[config.mk]
export PLATFORM = sky130hd
export DESIGN_NAME = regfile_wb_arbiter
export DESIGN_NICKNAME = d
export VERILOG_FILES = /design/src/rtl/regfile_pkg.sv /design/src/rtl/wb_slot.sv /design/src/rtl/regfile_wb_arbiter.sv
export SDC_FILE = /design/constraint.sdc
export NUM_CORES = 1
export LEC_CHECK = 0
export CORE_MARGIN = 5
export CORE_UTILIZATION = 51
export CTS_BUF_LIST = sky130_fd_sc_hd__clkbuf_4 sky130_fd_sc_hd__clkbuf_8 sky130_fd_sc_hd__clkbuf_16
export CTS_CLUSTER_SIZE = 14
export DETAILED_ROUTE_END_ITERATION = 8
export MAX_ROUTING_LAYER = met4
export PLACE_DENSITY = 0.89
export SLEW_MARGIN = 20
export SYNTH_ARGS = -nofsm -noshare
export SYNTH_HDL_FRONTEND = slang
export SYNTH_HIERARCHICAL = 1
export SYNTH_SLANG_ARGS = --single-unit
export TNS_END_PERCENT = 30
[constraint.sdc]
create_clock -name clk -period 5.9 [get_ports clk]
set_input_delay 0.59 -clock clk [delete_from_list [all_inputs] [get_ports clk]]
set_output_delay 0.59 -clock clk [all_outputs]
set_load 0.05 [all_outputs]
[src/rtl/regfile_pkg.sv]
// Purpose: shared widths and the writeback request record for the regfile writeback arbiter.
// Latency: n/a (types and constants only).
// Backpressure: n/a.
package regfile_pkg;

  localparam int REG_ADDR_W = 5;
  localparam int DATA_W     = 32;
  localparam int NUM_REGS   = 32;
  localparam int STALL_W    = 16;

  // "reg" is a reserved word, so the destination register field is called rd.
  typedef struct packed {
    logic [REG_ADDR_W-1:0] rd;
    logic [DATA_W-1:0]     data;
  } wb_req_t;

endpackage

[src/rtl/wb_slot.sv]
// Purpose: one-entry valid/ready holding buffer for a single writeback source.
// Latency: request visible on out_* the cycle after its accept edge.
// Backpressure: in_rdy_o = empty or being drained this cycle, so a
//   simultaneous drain and load reloads the entry without a bubble.
// Ports: clk/reset_n; in_vld_i/in_rdy_o/in_dat_i upstream handshake;
//   take_i drains the entry; out_vld_o/out_dat_o expose the held request.
module wb_slot
  import regfile_pkg::*;
(
  input  logic    clk,
  input  logic    reset_n,
  input  logic    in_vld_i,
  output logic    in_rdy_o,
  input  wb_req_t in_dat_i,
  input  logic    take_i,
  output logic    out_vld_o,
  output wb_req_t out_dat_o
);

  logic    valid_q, valid_d;
  wb_req_t data_q, data_d;
  logic    load;

  always_comb begin
    in_rdy_o = !valid_q || take_i;
    load     = in_vld_i && in_rdy_o;
    valid_d  = load || (valid_q && !take_i);
    data_d   = load ? in_dat_i : data_q;
  end

  always_ff @(posedge clk or negedge reset_n) begin
    if (!reset_n) begin
      valid_q <= 1'b0;
      data_q  <= '0;
    end else begin
      valid_q <= valid_d;
      data_q  <= data_d;
    end
  end

  assign out_vld_o = valid_q;
  assign out_dat_o = data_q;

endmodule

[src/rtl/regfile_wb_arbiter.sv]
// Purpose: arbitrates ALU (A) and load-unit (B) writebacks onto one register-file write port.
// Latency: accepted at edge k, write presented during cycle k..k+1, captured at edge k+1.
// Backpressure: each source sees ready while its slot is empty or granted this cycle.
// Ports: clk, reset_n; a_*/b_* valid/ready request ports; reg_write/write_reg/write_data
//   to the register file; grant_b source select; pend_mask in-flight destinations;
//   stall_cnt saturating lost-arbitration counter.
module regfile_wb_arbiter
  import regfile_pkg::*;
(
  input  logic                  clk,
  input  logic                  reset_n,
  input  logic                  a_valid,
  output logic                  a_ready,
  input  logic [REG_ADDR_W-1:0] a_reg,
  input  logic [DATA_W-1:0]     a_data,
  input  logic                  b_valid,
  output logic                  b_ready,
  input  logic [REG_ADDR_W-1:0] b_reg,
  input  logic [DATA_W-1:0]     b_data,
  output logic                  reg_write,
  output logic [REG_ADDR_W-1:0] write_reg,
  output logic [DATA_W-1:0]     write_data,
  output logic                  grant_b,
  output logic [NUM_REGS-1:0]   pend_mask,
  output logic [STALL_W-1:0]    stall_cnt
);

  localparam logic [STALL_W-1:0] STALL_MAX = '1;

  wb_req_t a_in, b_in, a_q, b_q, gnt_req;
  logic    a_vld, b_vld, a_slot_rdy, b_slot_rdy;
  logic    take_a, take_b, gnt_any, gnt_b, same_reg;
  logic    last_b_q, last_b_d;
  logic [STALL_W-1:0] stall_q, stall_d;

  assign a_in = '{rd: a_reg, data: a_data};
  assign b_in = '{rd: b_reg, data: b_data};

  wb_slot u_slot_a (
    .clk       (clk),
    .reset_n   (reset_n),
    .in_vld_i  (a_valid),
    .in_rdy_o  (a_slot_rdy),
    .in_dat_i  (a_in),
    .take_i    (take_a),
    .out_vld_o (a_vld),
    .out_dat_o (a_q)
  );

  wb_slot u_slot_b (
    .clk       (clk),
    .reset_n   (reset_n),
    .in_vld_i  (b_valid),
    .in_rdy_o  (b_slot_rdy),
    .in_dat_i  (b_in),
    .take_i    (take_b),
    .out_vld_o (b_vld),
    .out_dat_o (b_q)
  );

  // Ready is held low while reset is asserted so nothing is offered as accepted.
  assign a_ready = reset_n && a_slot_rdy;
  assign b_ready = reset_n && b_slot_rdy;

  always_comb begin
    gnt_any  = a_vld || b_vld;
    same_reg = (a_q.rd == b_q.rd) && (a_q.rd != '0);
    if (a_vld && b_vld) begin
      // Same destination: B (older in program order) writes first so A's value lands last.
      gnt_b = same_reg ? 1'b1 : !last_b_q;
    end else begin
      gnt_b = b_vld;
    end
    take_a   = a_vld && !gnt_b;
    take_b   = b_vld && gnt_b;
    gnt_req  = gnt_b ? b_q : a_q;
    last_b_d = gnt_any ? gnt_b : last_b_q;
    // Both slots valid means exactly one of them lost arbitration this cycle.
    stall_d  = (a_vld && b_vld && (stall_q != STALL_MAX)) ? stall_q + 1'b1 : stall_q;
  end

  always_comb begin
    reg_write  = gnt_any && (gnt_req.rd != '0);
    write_reg  = gnt_any ? gnt_req.rd : '0;
    write_data = gnt_any ? gnt_req.data : '0;
    grant_b    = gnt_b;
  end

  always_comb begin
    pend_mask = '0;
    if (a_vld && (a_q.rd != '0)) pend_mask[a_q.rd] = 1'b1;
    if (b_vld && (b_q.rd != '0)) pend_mask[b_q.rd] = 1'b1;
  end

  // Reset value "B granted last" lets A win the first tie.
  always_ff @(posedge clk or negedge reset_n) begin
    if (!reset_n) begin
      last_b_q <= 1'b1;
      stall_q  <= '0;
    end else begin
      last_b_q <= last_b_d;
      stall_q  <= stall_d;
    end
  end

  assign stall_cnt = stall_q;

endmodule

==> reports/results.txt, run 1 <==
STA classifies the critical path endpoint as an output pin. In the routed design, unresolved DRC markers number 0. After synthesis, the mean cell area works out to 11.4 um^2. The mux contribution to synthesized area was 0.276; the share of flip-flops with an asynchronous set or reset was 1.00. In this run the tool buffered the top-level ports with 165 buffer cells.

The global routing usage summed across all routing layers is 0.227, and the maximum clock path buffer count is 2. The worst path meets setup with 1.62 ns of slack. The sequential cells in the finished layout cover a total of 2330 um^2. The share of the synthesized area in the top cell type was 0.436; the number of DRC violations after detailed-routing iteration 0 was 183.

The net count of the mapped netlist was 544. Final cell area excluding filler cells: 7080 um^2. The dominant combinational cell family by area after synthesis was multiplexers. The min-delay analysis places its worst path in the category in2async. Entering global routing, the biggest net connects 58 pins.

TritonCTS built the clock tree. The post-synthesis to final-layout area growth works out to 33.9%. The tools report the number of clock buffers inserted by TritonCTS as 9.

The tree built by TritonCTS fans out to 93 sinks. The run gives 0 as the final count of pins violating max slew. The initial antenna violation count was 0; the synthesized-area fraction occupied by xor and xnor cells was 0.0298. In this design, the stage delay of the slowest critical-path cell is 0.84 ns.

For this block, the routed nets add up to 13900 um of wire. The run gives 167 as the number of primary I/O pins. Normalized max-slew margin: 0.517. The share of post-route cells with drive strength above 1 came out at 0.175. Sorting the synthesized cells by area gives the leading types as dfrtp_1 44%, mux2_4 17%, mux2i_1 7.2%, nand2_1 4.1%, o22ai_1 3.6%. For the number of instances in the placed design, the log shows 738. The multi-input combinational cells in the finished layout cover a total of 2580 um^2. The critical path is of the reg2out type. The starting utilization of the core area is 0.517, and the final period demand of the worst path is 4.28 ns. The setup skew after layout is 0.0114 ns, and the count of max-cap constraint violations is 0. The synthesized design contains 93 register bits. The flow ran to the end, and the final reports show no timing, DRC or antenna violations. The total placed instance area is 6890 um^2, and the share of the clock period used by the worst path is 0.725.

Setup total negative slack on the finished layout was measured at 0 ns. The first-pass GRT wire length was 22300 um. Ranked by instance count, the synthesized netlist is headed by 92 x dfrtp_1, 60 x mux2_4, 58 x nand2_1, 38 x mux2i_1, 36 x inv_1. The floorplan step set the die height to 112 um. The count of buffers added by post-CTS timing repair for setup is 0. The routed layout has 4132 vias.

After clock tree synthesis, the repair step resized 0 gates. The simple logic cell fraction of the synthesized area came out at 0.125. The clock latency at the later pin of the worst-skew pair was 0.36 ns; the iteration count of the initial detailed-routing pass was 4. The fraction of the mapped netlist area in adder cells was 0.00237; the actual transition at the worst max-transition pin was 0.725 ns. Dividing the detail-routed via count by the number of cells gives 5.48.

Most common flop cell mapped by yosys: dfrtp_1. The cell count after synthesis was 465; the setup slack at placement was 2.04 ns. The die is 112 um wide.

The post-synthesis compound-gate area fraction is 0.0518, and the endpoint required time on the critical path is 5.31 ns. The number of buffers added to fix hold violations after cts came out at 0. Setup repair after global routing left no endpoint under its margin.

The sequential fraction of the synthesis area is 0.440. After global routing the overflow that remains totals 0. The number of enable-type register cells in the synthesized netlist is 0.

The final weighted congestion in routability-driven placement was 0.908; the estimated wirelength of the detail-placed design was 10200 um. Clock-pin slew was measured on the worst setup and hold paths at 0.10 ns. Traced cell by cell, the critical path runs through or2_1 > or4_4 > a41oi_4 > buf_4 > mux2i_1 > clkdlybuf4s50_1. The biggest area contributor in the post-synthesis netlist is dfrtp_1. The tools report the filler cell count in the final layout as 732. The via count of the first global-routing pass came out at 4483. The slowest stage of the critical path belongs to the cell clkdlybuf4s50_1. The final number of hold-violating endpoints was 0; the maximum achievable frequency was 0.234 GHz. During synthesis, Yosys emitted a total of 6 warnings. The total standard cell area after synthesis is 5290 um^2, and the internal reg-to-reg setup slack is 2.46 ns.

Leaving out filler cells and counting taps, the final layout contains 754. The die covers 12500 um^2. For the worst setup path, the data arrival time is 3.69 ns. Final setup violation count: 0.

In the final design database the tool counted 692 nets. The H-tree generated during clock tree synthesis spans 3 levels. The number of nets with antenna violations after routing is 0. Row generation in the floorplan step produced 37 rows. The most frequently used cell type in the post-synthesis netlist was dfrtp_1.

Type of element launching the critical path: a flip-flop. The master cell of the clock root buffer is clkbuf_8. The routed wirelength normalized by instance count came out at 18.4 um. The maximum net fanout on the critical path was 37. The repair_antennas step left the layout with diodes totalling 0. Total core area: 10200 um^2. The distinct cell type count after synthesis is 45.
[worst paths after layout]
path | start | to | cells past startpoint
worst max register to register | u_slot_a/out_dat_o[33] | u_slot_b/out_dat_o[25] | 8
worst min register to register | last_b_q | last_b_q | 2
worst min-delay path | reset_n | u_slot_a/out_dat_o[25] | 1
max in group asynchronous | reset_n | u_slot_b/out_dat_o[5] | 2
min in group clk | last_b_q | last_b_q | 2
worst max-delay path | u_slot_a/out_dat_o[33] | write_data[18] | 6
[routing by layer]
layer / vias up / part of all wire / track usage
li1: 1889 / - / -
met1: 2023 / 0.40 / 0.266
met2: 180 / 0.49 / 0.374
met3: 40 / 0.075 / 0.0587
met4: 0 / 0.030 / 0.0908
met5: - / 0 / -
[cell usage in the layout, fill, tap and decap left out, types with 2 or more instances in the layout]
cell type	netlist	routed
mux2i_1	38	38
nand4_1	6	6
nor3_1	4	4
clkbuf_8	0	10
clkdlybuf4s50_1	0	164
or2_2	3	3
inv_1	36	36
o22ai_1	30	30
and2_1	3	3
mux2_2	15	15
nor4_1	3	3
nor2_1	13	13
mux2_4	60	60
or2b_1	2	2
buf_4	3	3
xnor2_1	4	4
inv_2	2	2
nand2b_4	2	2
xor2_1	14	14
nand3_1	13	13
nand2_1	58	58
a311oi_1	2	2
clkinvlp_4	0	2
and4_1	2	2
nor2b_1	6	6
nand2_4	2	2
a31oi_1	3	3
nand2b_1	6	6
dfrtp_1	92	92
and3_1	3	3
[final cells by class]
class / count / share of cell area
flip-flops and latches: 93 / 0.329
clock inverters: 5 / 0.00619
inverters: 38 / 0.0202
repair buffers: 167 / 0.235
multi-input cells: 304 / 0.365
well taps: 136 / 0.0240
clock buffers: 11 / 0.0205
[kinds of logic after synthesis]
family                   count (synthesis)
AO/OA/AOI/OAI                           40
XOR/XNOR                                18
adder cells (fa/ha/maj)                  1
buffers and inverters                   68
flip-flops                              93
multiplexers                           114
other                                    1
AND/OR/NAND/NOR                        130
[stage by stage]
stage	hold WS [ns]	utilization
floorplan	0.294	-
global placement	0.449	0.673
detailed placement	0.449	0.673
CTS	0.281	0.692
global route	0.320	0.692
finish	0.272	0.692
[worst max-delay path: cells and delay by family, from the launching register on]
family	cells	cell delay (ns)
buffers and inverters	2	1.41
and+or+nand+nor	2	0.84
DFF	1	0.48
muxes	1	0.33
AOI/OAI and AO/OA	1	0.24
[flip-flops by register name, indices dropped and copies added, names as in the netlist]
| name | count |
|---|---|
| u_slot_a/out_dat_o | 37 |
| u_slot_b/out_dat_o | 37 |
| stall_cnt | 16 |
| last_b_q | 1 |
| u_slot_a/out_vld_o | 1 |
| u_slot_b/out_vld_o | 1 |
Power of run 1 is not shown: default switching activity piles up to over one toggle a cycle in this logic, so the estimate is an artifact.
==> run 2, diff against run 1 <==
--- a/config.mk
+++ b/config.mk
@@ -6,12 +6,12 @@
 export NUM_CORES = 1
 export LEC_CHECK = 0
 export CORE_MARGIN = 5
-export CORE_UTILIZATION = 51
+export CORE_UTILIZATION = 43
 export CTS_BUF_LIST = sky130_fd_sc_hd__clkbuf_4 sky130_fd_sc_hd__clkbuf_8 sky130_fd_sc_hd__clkbuf_16
 export CTS_CLUSTER_SIZE = 14
 export DETAILED_ROUTE_END_ITERATION = 8
 export MAX_ROUTING_LAYER = met4
-export PLACE_DENSITY = 0.89
+export PLACE_DENSITY = 0.8
 export SLEW_MARGIN = 20
 export SYNTH_ARGS = -nofsm -noshare
 export SYNTH_HDL_FRONTEND = slang
==> constraint.sdc (replaced) <==
create_clock -name clk -period 3.7 [get_ports clk]
set_input_delay 0.37 -clock clk [delete_from_list [all_inputs] [get_ports clk]]
set_output_delay 0.37 -clock clk [all_outputs]
set_load 0.05 [all_outputs]
==> reports/results.txt, run 2 (synthesis gave the netlist of run 1 again) <==
The final worst-path setup slack is 0.315 ns (-1.31 ns), and the number of input and output port buffers inserted is 165 (unchanged). The first-pass GRT wire length was 21700 um (-2.7%). For the endpoint required time on the critical path, the log shows 3.33 ns (-1.98 ns).

The total overflow reported by the global router was 0 (unchanged). The run gives 0 ns (unchanged) as the final sum of negative setup slack. In the layout the commonest cells are 127 x clkdlybuf4s50_1, 92 x dfrtp_1, 60 x mux2_4. The tools report the number of buffers added to fix hold violations after cts as 1 (+1). TritonCTS built the clock tree. For the clock latency at the later pin of the worst-skew pair, the log shows 0.34 ns (-0.02 ns). The worst setup path is captured at an output pin.

The run gives 9 (unchanged) as the number of clock buffers inserted by TritonCTS. The signal on the critical path passes through or2_1 > or4_4 > a41oi_4 > buf_4 > inv_2 > clkdlybuf4s50_1. The flow ran to the end, and the final reports show no timing, DRC or antenna violations. Clock tree synthesis selected as its root buffer the cell clkbuf_16.

The residual DRC count is 0 (unchanged). The average via count per standard cell was 5.30 (-3.2%); the total via count after detailed routing was 4084 (-1.2%). The number of inserted diodes is 0 (unchanged). The filler cell count in the final layout is 940 (+28%). The tools report the number of primary I/O pins as 167 (unchanged).

Area occupied by registers: 2330 um^2 (unchanged). The biggest cell delay along the critical path works out to 0.69 ns (-0.15 ns). The share of post-route cells with drive strength above 1 was 0.239 (+0.0644); the total placed instance area was 7130 um^2 (+3.5%). Starting utilization of the core area: 0.440 (-0.0766).

The final weighted congestion in routability-driven placement came out at 1.01 (+12%). Count of buffers added by post-CTS timing repair for setup: 0 (unchanged). The number of DRC violations after detailed-routing iteration 0 is 330 (+80%). Final count of pins violating max slew: 0 (unchanged). The cell family contributing the most delay on the critical path is buffers and inverters.

The routed wirelength normalized by instance count works out to 17.8 um (-3.2%). The tools report the type of element launching the critical path as a flip-flop. The row count is 40 (+8.1%), and the arrival time at the worst endpoint is 3.01 ns (-0.68 ns). The clock transition at the registers of the reported paths was 0.06 ns (-0.04 ns). Pin count of the biggest net entering global routing: 73 (+26%). The count of clock tree sinks came out at 93 (unchanged).

The maximum clock path buffer count is 2 (unchanged). Setup repair after global routing left no endpoint under its margin. For the total routed wirelength, the log shows 13700 um (-1.2%).

The area used by multi-input combinational logic is 2580 um^2 (unchanged). The maximum achievable frequency was 0.295 GHz. For the number of nets with antenna violations after routing, the log shows 0 (unchanged).

The iteration count of the initial detailed-routing pass was 4 (unchanged). The die span in x was 121 um (+8.1%). The number of instances resized during post-cts repair is 0 (unchanged). The tightest min-delay check is of the reg2reg type. The via count of the first global-routing pass came out at 4354 (-2.9%).

The estimated wirelength of the detail-placed design is 10100 um (-1.4%), and the initial antenna violation count is 0 (unchanged). The vertical die dimension is 121 um (+8.1%). The count of H-tree levels built during CTS was 3 (unchanged).

The actual transition at the worst max-transition pin came out at 0.910 ns (+0.185 ns). The setup path with the least slack is of type reg2out. For the area enclosed by the die boundary, the log shows 14600 um^2 (+17%). The library cell used most frequently in the layout, excluding fill and tap cells, is clkdlybuf4s50_1. The share of the clock period used by the worst path came out at 0.915.

The post-synthesis to final-layout area growth was 40.2%; the global routing usage summed across all routing layers was 0.193 (-0.0347). The worst path needs 3.38 ns of the cycle, external delays included. The library cell contributing the largest single delay on the critical path was clkdlybuf4s50_1. The number of nets in the layout was 697 (+0.72%). The logs give 0.00880 ns (-0.00256 ns) for the setup skew after layout and 0.668 ns (-1.37 ns) for the setup slack at placement. The final number of hold-violating endpoints is 0 (unchanged), and the final cell area excluding filler cells is 7410 um^2 (+4.7%). The worst path buffer plus inverter count is 3 (+1). Maximum net fanout on the critical path: 9 (-76%). The final setup violation count is 0 (unchanged). The total core area is 12000 um^2 (+17%).

The logs give 0.394 (-0.123) for the normalized max-slew margin and 0 (unchanged) for the count of max-cap constraint violations.
[run 2: cell types whose count changed in the layout (fill, tap and decap cells not counted), sizes merged]
cell and change:
clkinvlp -1, clkdlybuf4s50 -37, clkinv +2, buf +41
inv -1, dlygate4sd3 +1
[run 2: worst paths after layout]
kind                                             start                     end  slack, ns  depth (start not counted)
worst min register to register                last_b_q                last_b_q       0.46                          2
min in group asynchronous                      reset_n  u_slot_a/out_dat_o[36]       0.48                          2
worst max-delay path            u_slot_a/out_dat_o[33]                 grant_b       0.32                          6
worst min-delay path                          last_b_q                last_b_q       0.46                          2
max in group asynchronous                      reset_n  u_slot_b/out_dat_o[29]       2.01                          3
worst max register to register  u_slot_a/out_dat_o[33]  u_slot_b/out_dat_o[26]       0.69                          7
[run 2: metrics by stage]
step / instances / hold slack (ns) / utilization
after floorplan: 465 / 0.0744 / -
after global placement: 753 / 0.288 / 0.593
after detailed placement: 753 / 0.294 / 0.593
after CTS: 770 / 0.465 / 0.617
after global routing: 770 / 0.495 / 0.617
final: 770 / 0.464 / 0.617
[run 2: per-layer routing]
metal  up-vias  track usage  routed length [um]
met3        29       0.0573                1100
li1       1904            -                   -
met2       163        0.312                6700
met5         -            -                   0
met4         0       0.0694                 343
met1      1988        0.229                5570
[run 2: worst register-to-register path: cells and delay by family (launching register included)]
family	cells	cell delay [ns]
buf+inv	1	0.04
simple gates	4	1.55
compound gates	1	0.41
flops	1	0.47
mux	1	0.43
[run 2: final cells by class]
type                       instances  share of cell area
multi-input combinational        304               0.348
sequential                        93               0.314
timing repair buffer             172               0.256
clock buffer                      11              0.0324
tap                              147              0.0248
inverter                          38              0.0192
clock inverter                     5             0.00473
Power of run 2 is left out for the same reason.
